### src/rtl/lsu_pkg.sv
// ============================================================================
// lsu_pkg : op-code constants, FSM state encoding and size helpers for m_lsu
// Revision: 1.0 - initial release
// ============================================================================
`default_nettype none

package lsu_pkg;

  localparam logic [2:0] OP_FULL = 3'b000;
  localparam logic [2:0] OP_UB   = 3'b001;
  localparam logic [2:0] OP_SB   = 3'b010;
  localparam logic [2:0] OP_UH   = 3'b011;
  localparam logic [2:0] OP_SH   = 3'b100;
  localparam logic [2:0] OP_UW   = 3'b101;
  localparam logic [2:0] OP_SW   = 3'b110;

  localparam int DATA_W_DEFAULT = 32;
  localparam int BE_W           = DATA_W_DEFAULT / 8;

  typedef enum logic [1:0] {
    ST_IDLE   = 2'd0,
    ST_ACCESS = 2'd1,
    ST_RESP   = 2'd2
  } lsu_state_e;

  function automatic int be_width(input int data_w);
    return data_w / 8;
  endfunction

  // Access size in bytes; word ops collapse to a full-bus access on a 32-bit bus.
  function automatic logic [3:0] op_size(input logic [2:0] op, input int data_w);
    logic [3:0] full;
    full = 4'(data_w / 8);
    case (op)
      OP_UB, OP_SB: return 4'd1;
      OP_UH, OP_SH: return 4'd2;
      OP_UW, OP_SW: return (data_w == 64) ? 4'd4 : full;
      default:      return full;
    endcase
  endfunction

  function automatic logic op_signed(input logic [2:0] op, input int data_w);
    return (op == OP_SB) || (op == OP_SH) || ((op == OP_SW) && (data_w == 64));
  endfunction

endpackage

`default_nettype wire

### src/rtl/lsu_load_ext.sv
// ============================================================================
// lsu_load_ext : combinational lane select plus sign/zero extension of load data
// Revision: 1.0 - initial release
// ============================================================================
`default_nettype none

module lsu_load_ext
  import lsu_pkg::*;
#(
  parameter int DATA_W = 32
) (
  input  logic [DATA_W-1:0]              rdata,
  input  logic [$clog2(DATA_W/8)-1:0]    offset,
  input  logic [3:0]                     size,
  input  logic                           is_signed,
  output logic [DATA_W-1:0]              ext
);

  localparam int LANES = be_width(DATA_W);

  logic [DATA_W-1:0] shifted;
  logic [DATA_W-1:0] mask;
  logic              msb;

  always_comb begin
    shifted = rdata >> {offset, 3'b000};
    mask    = '0;
    msb     = 1'b0;
    for (int b = 0; b < LANES; b++) begin
      mask[b*8 +: 8] = (b < int'(size)) ? 8'hFF : 8'h00;
      if (b == int'(size) - 1)
        msb = shifted[b*8 + 7];
    end
    ext = (shifted & mask) | ((is_signed && msb) ? ~mask : '0);
  end

endmodule

`default_nettype wire

### src/rtl/m_lsu.sv
// ============================================================================
// m_lsu : memory-stage load/store unit, valid/ready core side, req/ack memory side
// Optional: LSU_ALIGN_CHECK_EN reports misaligned accesses via rsp_err instead
//           of silently aligning them.
// Revision: 1.0 - initial release
// ============================================================================
`default_nettype none

module m_lsu
  import lsu_pkg::*;
#(
  parameter int DATA_W = 32,
  parameter int ADDR_W = 32
) (
  input  logic                  clk,
  input  logic                  reset,
  input  logic                  req_valid,
  output logic                  req_ready,
  input  logic                  req_we,
  input  logic [2:0]            req_op,
  input  logic [ADDR_W-1:0]     req_addr,
  input  logic [DATA_W-1:0]     req_wdata,
  output logic                  mem_req,
  output logic                  mem_we,
  output logic [ADDR_W-1:0]     mem_addr,
  output logic [DATA_W/8-1:0]   mem_be,
  output logic [DATA_W-1:0]     mem_wdata,
  input  logic                  mem_ack,
  input  logic [DATA_W-1:0]     mem_rdata,
  output logic                  rsp_valid,
  output logic [DATA_W-1:0]     rsp_rdata,
  output logic                  rsp_err,
  output logic                  busy
);

  localparam int LANES = be_width(DATA_W);
  localparam int OFF_W = $clog2(LANES);

  lsu_state_e        state;
  logic [OFF_W-1:0]  lat_off;
  logic [3:0]        lat_size;
  logic              lat_signed;

  logic [3:0]        size_d;
  logic              signed_d;
  logic [OFF_W-1:0]  low_d;
  logic [OFF_W-1:0]  size_m1;
  logic [OFF_W-1:0]  off_d;
  logic              misaligned;
  logic [LANES-1:0]  be_d;
  logic [DATA_W-1:0] wmask_d;
  logic [DATA_W-1:0] wdata_d;
  logic [DATA_W-1:0] ext_data;

  always_comb begin
    size_d   = op_size(req_op, DATA_W);
    signed_d = op_signed(req_op, DATA_W);
    low_d    = req_addr[OFF_W-1:0];
    size_m1  = OFF_W'(size_d - 4'd1);
`ifdef LSU_ALIGN_CHECK_EN
    misaligned = |(low_d & size_m1);
    off_d      = low_d;
`else
    // Without checking, drop the offset bits below the access size.
    misaligned = 1'b0;
    off_d      = low_d & ~size_m1;
`endif
    be_d    = '0;
    wmask_d = '0;
    for (int b = 0; b < LANES; b++) begin
      be_d[b]          = (b >= int'(off_d)) && (b < int'(off_d) + int'(size_d));
      wmask_d[b*8 +: 8] = (b < int'(size_d)) ? 8'hFF : 8'h00;
    end
    wdata_d = (req_wdata & wmask_d) << {off_d, 3'b000};
  end

  lsu_load_ext #(
    .DATA_W    (DATA_W)
  ) u_load_ext (
    .rdata     (mem_rdata),
    .offset    (lat_off),
    .size      (lat_size),
    .is_signed (lat_signed),
    .ext       (ext_data)
  );

  always_ff @(posedge clk or posedge reset) begin
    if (reset) begin
      state      <= ST_IDLE;
      req_ready  <= 1'b1;
      mem_req    <= 1'b0;
      mem_we     <= 1'b0;
      mem_addr   <= '0;
      mem_be     <= '0;
      mem_wdata  <= '0;
      rsp_valid  <= 1'b0;
      rsp_rdata  <= '0;
      rsp_err    <= 1'b0;
      busy       <= 1'b0;
      lat_off    <= '0;
      lat_size   <= '0;
      lat_signed <= 1'b0;
    end else begin
      rsp_valid <= 1'b0;
      case (state)
        ST_IDLE: begin
          if (req_valid) begin
            req_ready <= 1'b0;
            busy      <= 1'b1;
            if (misaligned) begin
              state     <= ST_RESP;
              rsp_valid <= 1'b1;
              rsp_err   <= 1'b1;
              rsp_rdata <= '0;
            end else begin
              state      <= ST_ACCESS;
              mem_req    <= 1'b1;
              mem_we     <= req_we;
              mem_addr   <= {req_addr[ADDR_W-1:OFF_W], {OFF_W{1'b0}}};
              mem_be     <= be_d;
              mem_wdata  <= wdata_d;
              lat_off    <= off_d;
              lat_size   <= size_d;
              lat_signed <= signed_d;
            end
          end
        end
        ST_ACCESS: begin
          if (mem_ack) begin
            state     <= ST_RESP;
            mem_req   <= 1'b0;
            rsp_valid <= 1'b1;
            rsp_err   <= 1'b0;
            rsp_rdata <= mem_we ? '0 : ext_data;
          end
        end
        ST_RESP: begin
          state     <= ST_IDLE;
          busy      <= 1'b0;
          req_ready <= 1'b1;
          rsp_err   <= 1'b0;
        end
        default: state <= ST_IDLE;
      endcase
    end
  end

endmodule

`default_nettype wire

### config.mk
export PLATFORM = sky130hd
export DESIGN_NAME = m_lsu
export DESIGN_NICKNAME = d
export VERILOG_FILES = /design/src/rtl/lsu_pkg.sv /design/src/rtl/lsu_load_ext.sv /design/src/rtl/m_lsu.sv
export SDC_FILE = /design/constraint.sdc
export NUM_CORES = 1
export LEC_CHECK = 0
export CAP_MARGIN = 30
export CORE_ASPECT_RATIO = 2
export CORE_MARGIN = 5
export CORE_UTILIZATION = 47
export DETAILED_ROUTE_END_ITERATION = 8
export PLACE_DENSITY = 0.86
export SETUP_SLACK_MARGIN = 0.2
export SYNTH_ARGS = -nofsm -noshare
export SYNTH_HDL_FRONTEND = slang
export SYNTH_SLANG_ARGS = --single-unit
### constraint.sdc
create_clock -name clk -period 11.5 [get_ports clk]
set_input_delay 2.875 -clock clk [delete_from_list [all_inputs] [get_ports clk]]
set_output_delay 2.875 -clock clk [all_outputs]
set_load 0.01 [all_outputs]
==> impl_metrics.env <==
export IMPL_routed_wl_um=17600
export IMPL_synth_edf_count=0
export IMPL_cap_violations=0
export IMPL_postLayoutCoreUtil=0.701
export IMPL_post_synth_mux_area_share=0.0477
export IMPL_synth_top_family_by_area="simple AND/OR/NAND/NOR gates"
export IMPL_synth_compound_area_share=0.183
export IMPL_die_width_um=84.9
export IMPL_grt_max_degree=79
export IMPL_mappedNetlistArea_um2=5270
export IMPL_min_path_type="flop to flop"
export IMPL_cts_made_buffers=9
export IMPL_htree_levels=3
export IMPL_ys_seq_area_frac=0.528
export IMPL_cp_end_kind="flop"
export IMPL_overflow=0
export IMPL_setup_viol=0
export IMPL_num_nets_final=833
export IMPL_path_class="input port to flop"
export IMPL_dieArea_um2=13600
export IMPL_fin_cells=869
export IMPL_worst_pin_slew_ns=0.949
export IMPL_fmax_mhz=145
export IMPL_dpl_cell_area_um2=7390
export IMPL_setup_ws_ns=4.60
export IMPL_drc=0
export IMPL_final_min_clock_period_ns=6.90
export IMPL_grt_pass1_wl_um=27400
export IMPL_drt_pre_antenna_iters=5
export IMPL_holdWs_ns=0.476
export IMPL_crit_fanout=20
export IMPL_wl_per_cell_um=20.2
export IMPL_post_cts_setup_buffer_count=0
export IMPL_diodes=0
export IMPL_netlist_instances=539
export IMPL_grt_pass1_vias=5226
export IMPL_place_ws_ns=4.30
export IMPL_slew_violations=0
export IMPL_clock_skew_ns=0.00840
export IMPL_irDropWorstVdd_mv=0.0998
export IMPL_clkTransAtPathRegs_ns=0.07
export IMPL_numPortBuffers=206
export IMPL_cts_path_max_buffers=2
export IMPL_slew_headroom=0.367
export IMPL_place_gp_congestion=0.892
export IMPL_clock_sinks=111
export IMPL_worstPathRequired_ns=11.68
export IMPL_grtUsageTotal=0.256
export IMPL_synthXorXnorAreaFrac=0.00499
export IMPL_mostFrequentLayoutCells="clkdlybuf4s50_1, nand2_1, dfrtp_1, mux2i_1, a221o_1"
export IMPL_root_buffer="clkbuf_16"
export IMPL_dp_final_hpwl_um=13600
export IMPL_ctsResizeCount=0
export IMPL_tns_ns=0
export IMPL_via_count=5016
export IMPL_syn_to_final_growth_pct=45.6
export IMPL_status="finished clean"
export IMPL_antenna_found_initial=0
export IMPL_power_density_nw_per_um2=211
export IMPL_dp_cells=854
export IMPL_p_total_mw=1.62
export IMPL_arrival_ns=7.09
export IMPL_clock_latency_ns=0.34
export IMPL_finalHoldViolCount=0
export IMPL_async_flop_share=1.00
export IMPL_p_leak_nw=3.44
export IMPL_synth_simple_area_share=0.189
export IMPL_design_area_um2=7670
export IMPL_start_util=0.481
export IMPL_fin_crit_sh=0.600
export IMPL_ys_types=47
export IMPL_cts_hold_buffers=0
export IMPL_yosysWarnings=0
export IMPL_cts_tree="yes"
export IMPL_core_um2=10900
export IMPL_drtIter0Drc=308
export IMPL_viasPerCell=5.77
export IMPL_drive_gt1_frac=0.0412
export IMPL_num_rows=54
export IMPL_rsz0062_at_grt="false"
export IMPL_final_common_cell="clkdlybuf4s50_1"
export IMPL_fp_dieH_um=160
export IMPL_ys_flop_type="dfrtp_1"
export IMPL_ys_seq_elements=111
export IMPL_syn_area_per_cell_um2=9.77
export IMPL_drtAntennaViolNets=0
export IMPL_synth_fa_ha_area_frac=0.00950
export IMPL_cp_start_kind="input port"
export IMPL_ios=210
==> Yosys cell counts, types with 9 or more instances <==
cell / number / share of area
a21o_1: 9 / 0.013
a21oi_1: 22 / 0.021
a221o_1: 24 / 0.046
a22o_1: 9 / 0.015
clkbuf_1: 26 / 0.019
dfrtp_1: 110 / 0.52
mux2i_1: 24 / 0.046
nand2_1: 149 / 0.11
nor2_1: 12 / 0.0086
nor2b_1: 18 / 0.021
nor3_1: 9 / 0.0086
o21ai_0: 22 / 0.021
o22ai_1: 9 / 0.011
==> routing by layer <==
layer  up-vias  track usage  wire length (um)
met3        65       0.0495              1220
met4         0        0.147              1030
met2       274        0.465              9380
met1      2404        0.268              5920
li1       2273            -                 -
met5         -            0                 0
==> worst max-delay path, stage by stage <==
cell and delay, ns:
clkdlybuf4s50_1 0.58, and3b_1 0.20, a21oi_1 0.34, ha_1 0.62
nor3b_1 0.11, nand2_1 0.66, clkinv_1 0.81, ha_1 0.46
nor2_1 0.09, o21ai_0 0.09, nand2_1 0.13, o21ai_0 0.10
==> path summary, 6_finish.rpt <==
kind	to	from	slack, ns	cells past startpoint
hold reg to reg	mem_addr[15]	mem_addr[15]	0.48	2
hold / removal	mem_addr[15]	mem_addr[15]	0.48	2
max in group asynchronous	mem_wdata[9]	reset	7.30	3
setup / recovery	mem_be[1]	req_op[2]	4.60	12
setup reg to reg	mem_wdata[3]	state[0]	8.98	6
min in group asynchronous	mem_addr[4]	reset	2.96	2
==> cells by family (layout without fill, tap and decap cells) <==
group                    Yosys count  count (layout)
other                              1               3
flip-flops                       111             111
adder cells (fa/ha/maj)            4               4
AO/OA/AOI/OAI                    130             130
multiplexers                      25              25
XOR/XNOR                           3               3
AND/OR/NAND/NOR                  218             218
buffers and inverters             47             235
==> state kept, by name (all words and copies together) (netlist names), 2 cells and up <==
register and cells:
lat_off 2, lat_size 3, mem_addr 30, mem_be 4
mem_wdata 32, rsp_rdata 32, state 2
==> where the power goes <==
part,internal [mW],total (mW),switching (mW)
clock,0.153,0.290,0.137
combinational,0.380,0.694,0.313
sequential,0.535,0.637,0.102
total,1.07,1.62,0.552
==> cell type report <==
| cell class | count | area [um^2] |
|---|---|---|
| clock buffers | 11 | 243 |
| clock inverters | 4 | 31.3 |
| fillers | 874 | 3280 |
| inverters | 8 | 32.5 |
| multi-input cells | 383 | 2300 |
| flip-flops and latches | 111 | 2780 |
| well taps | 140 | 175 |
| repair buffers | 212 | 2110 |
No activity file was read; power rests on OpenSTA's default activity.
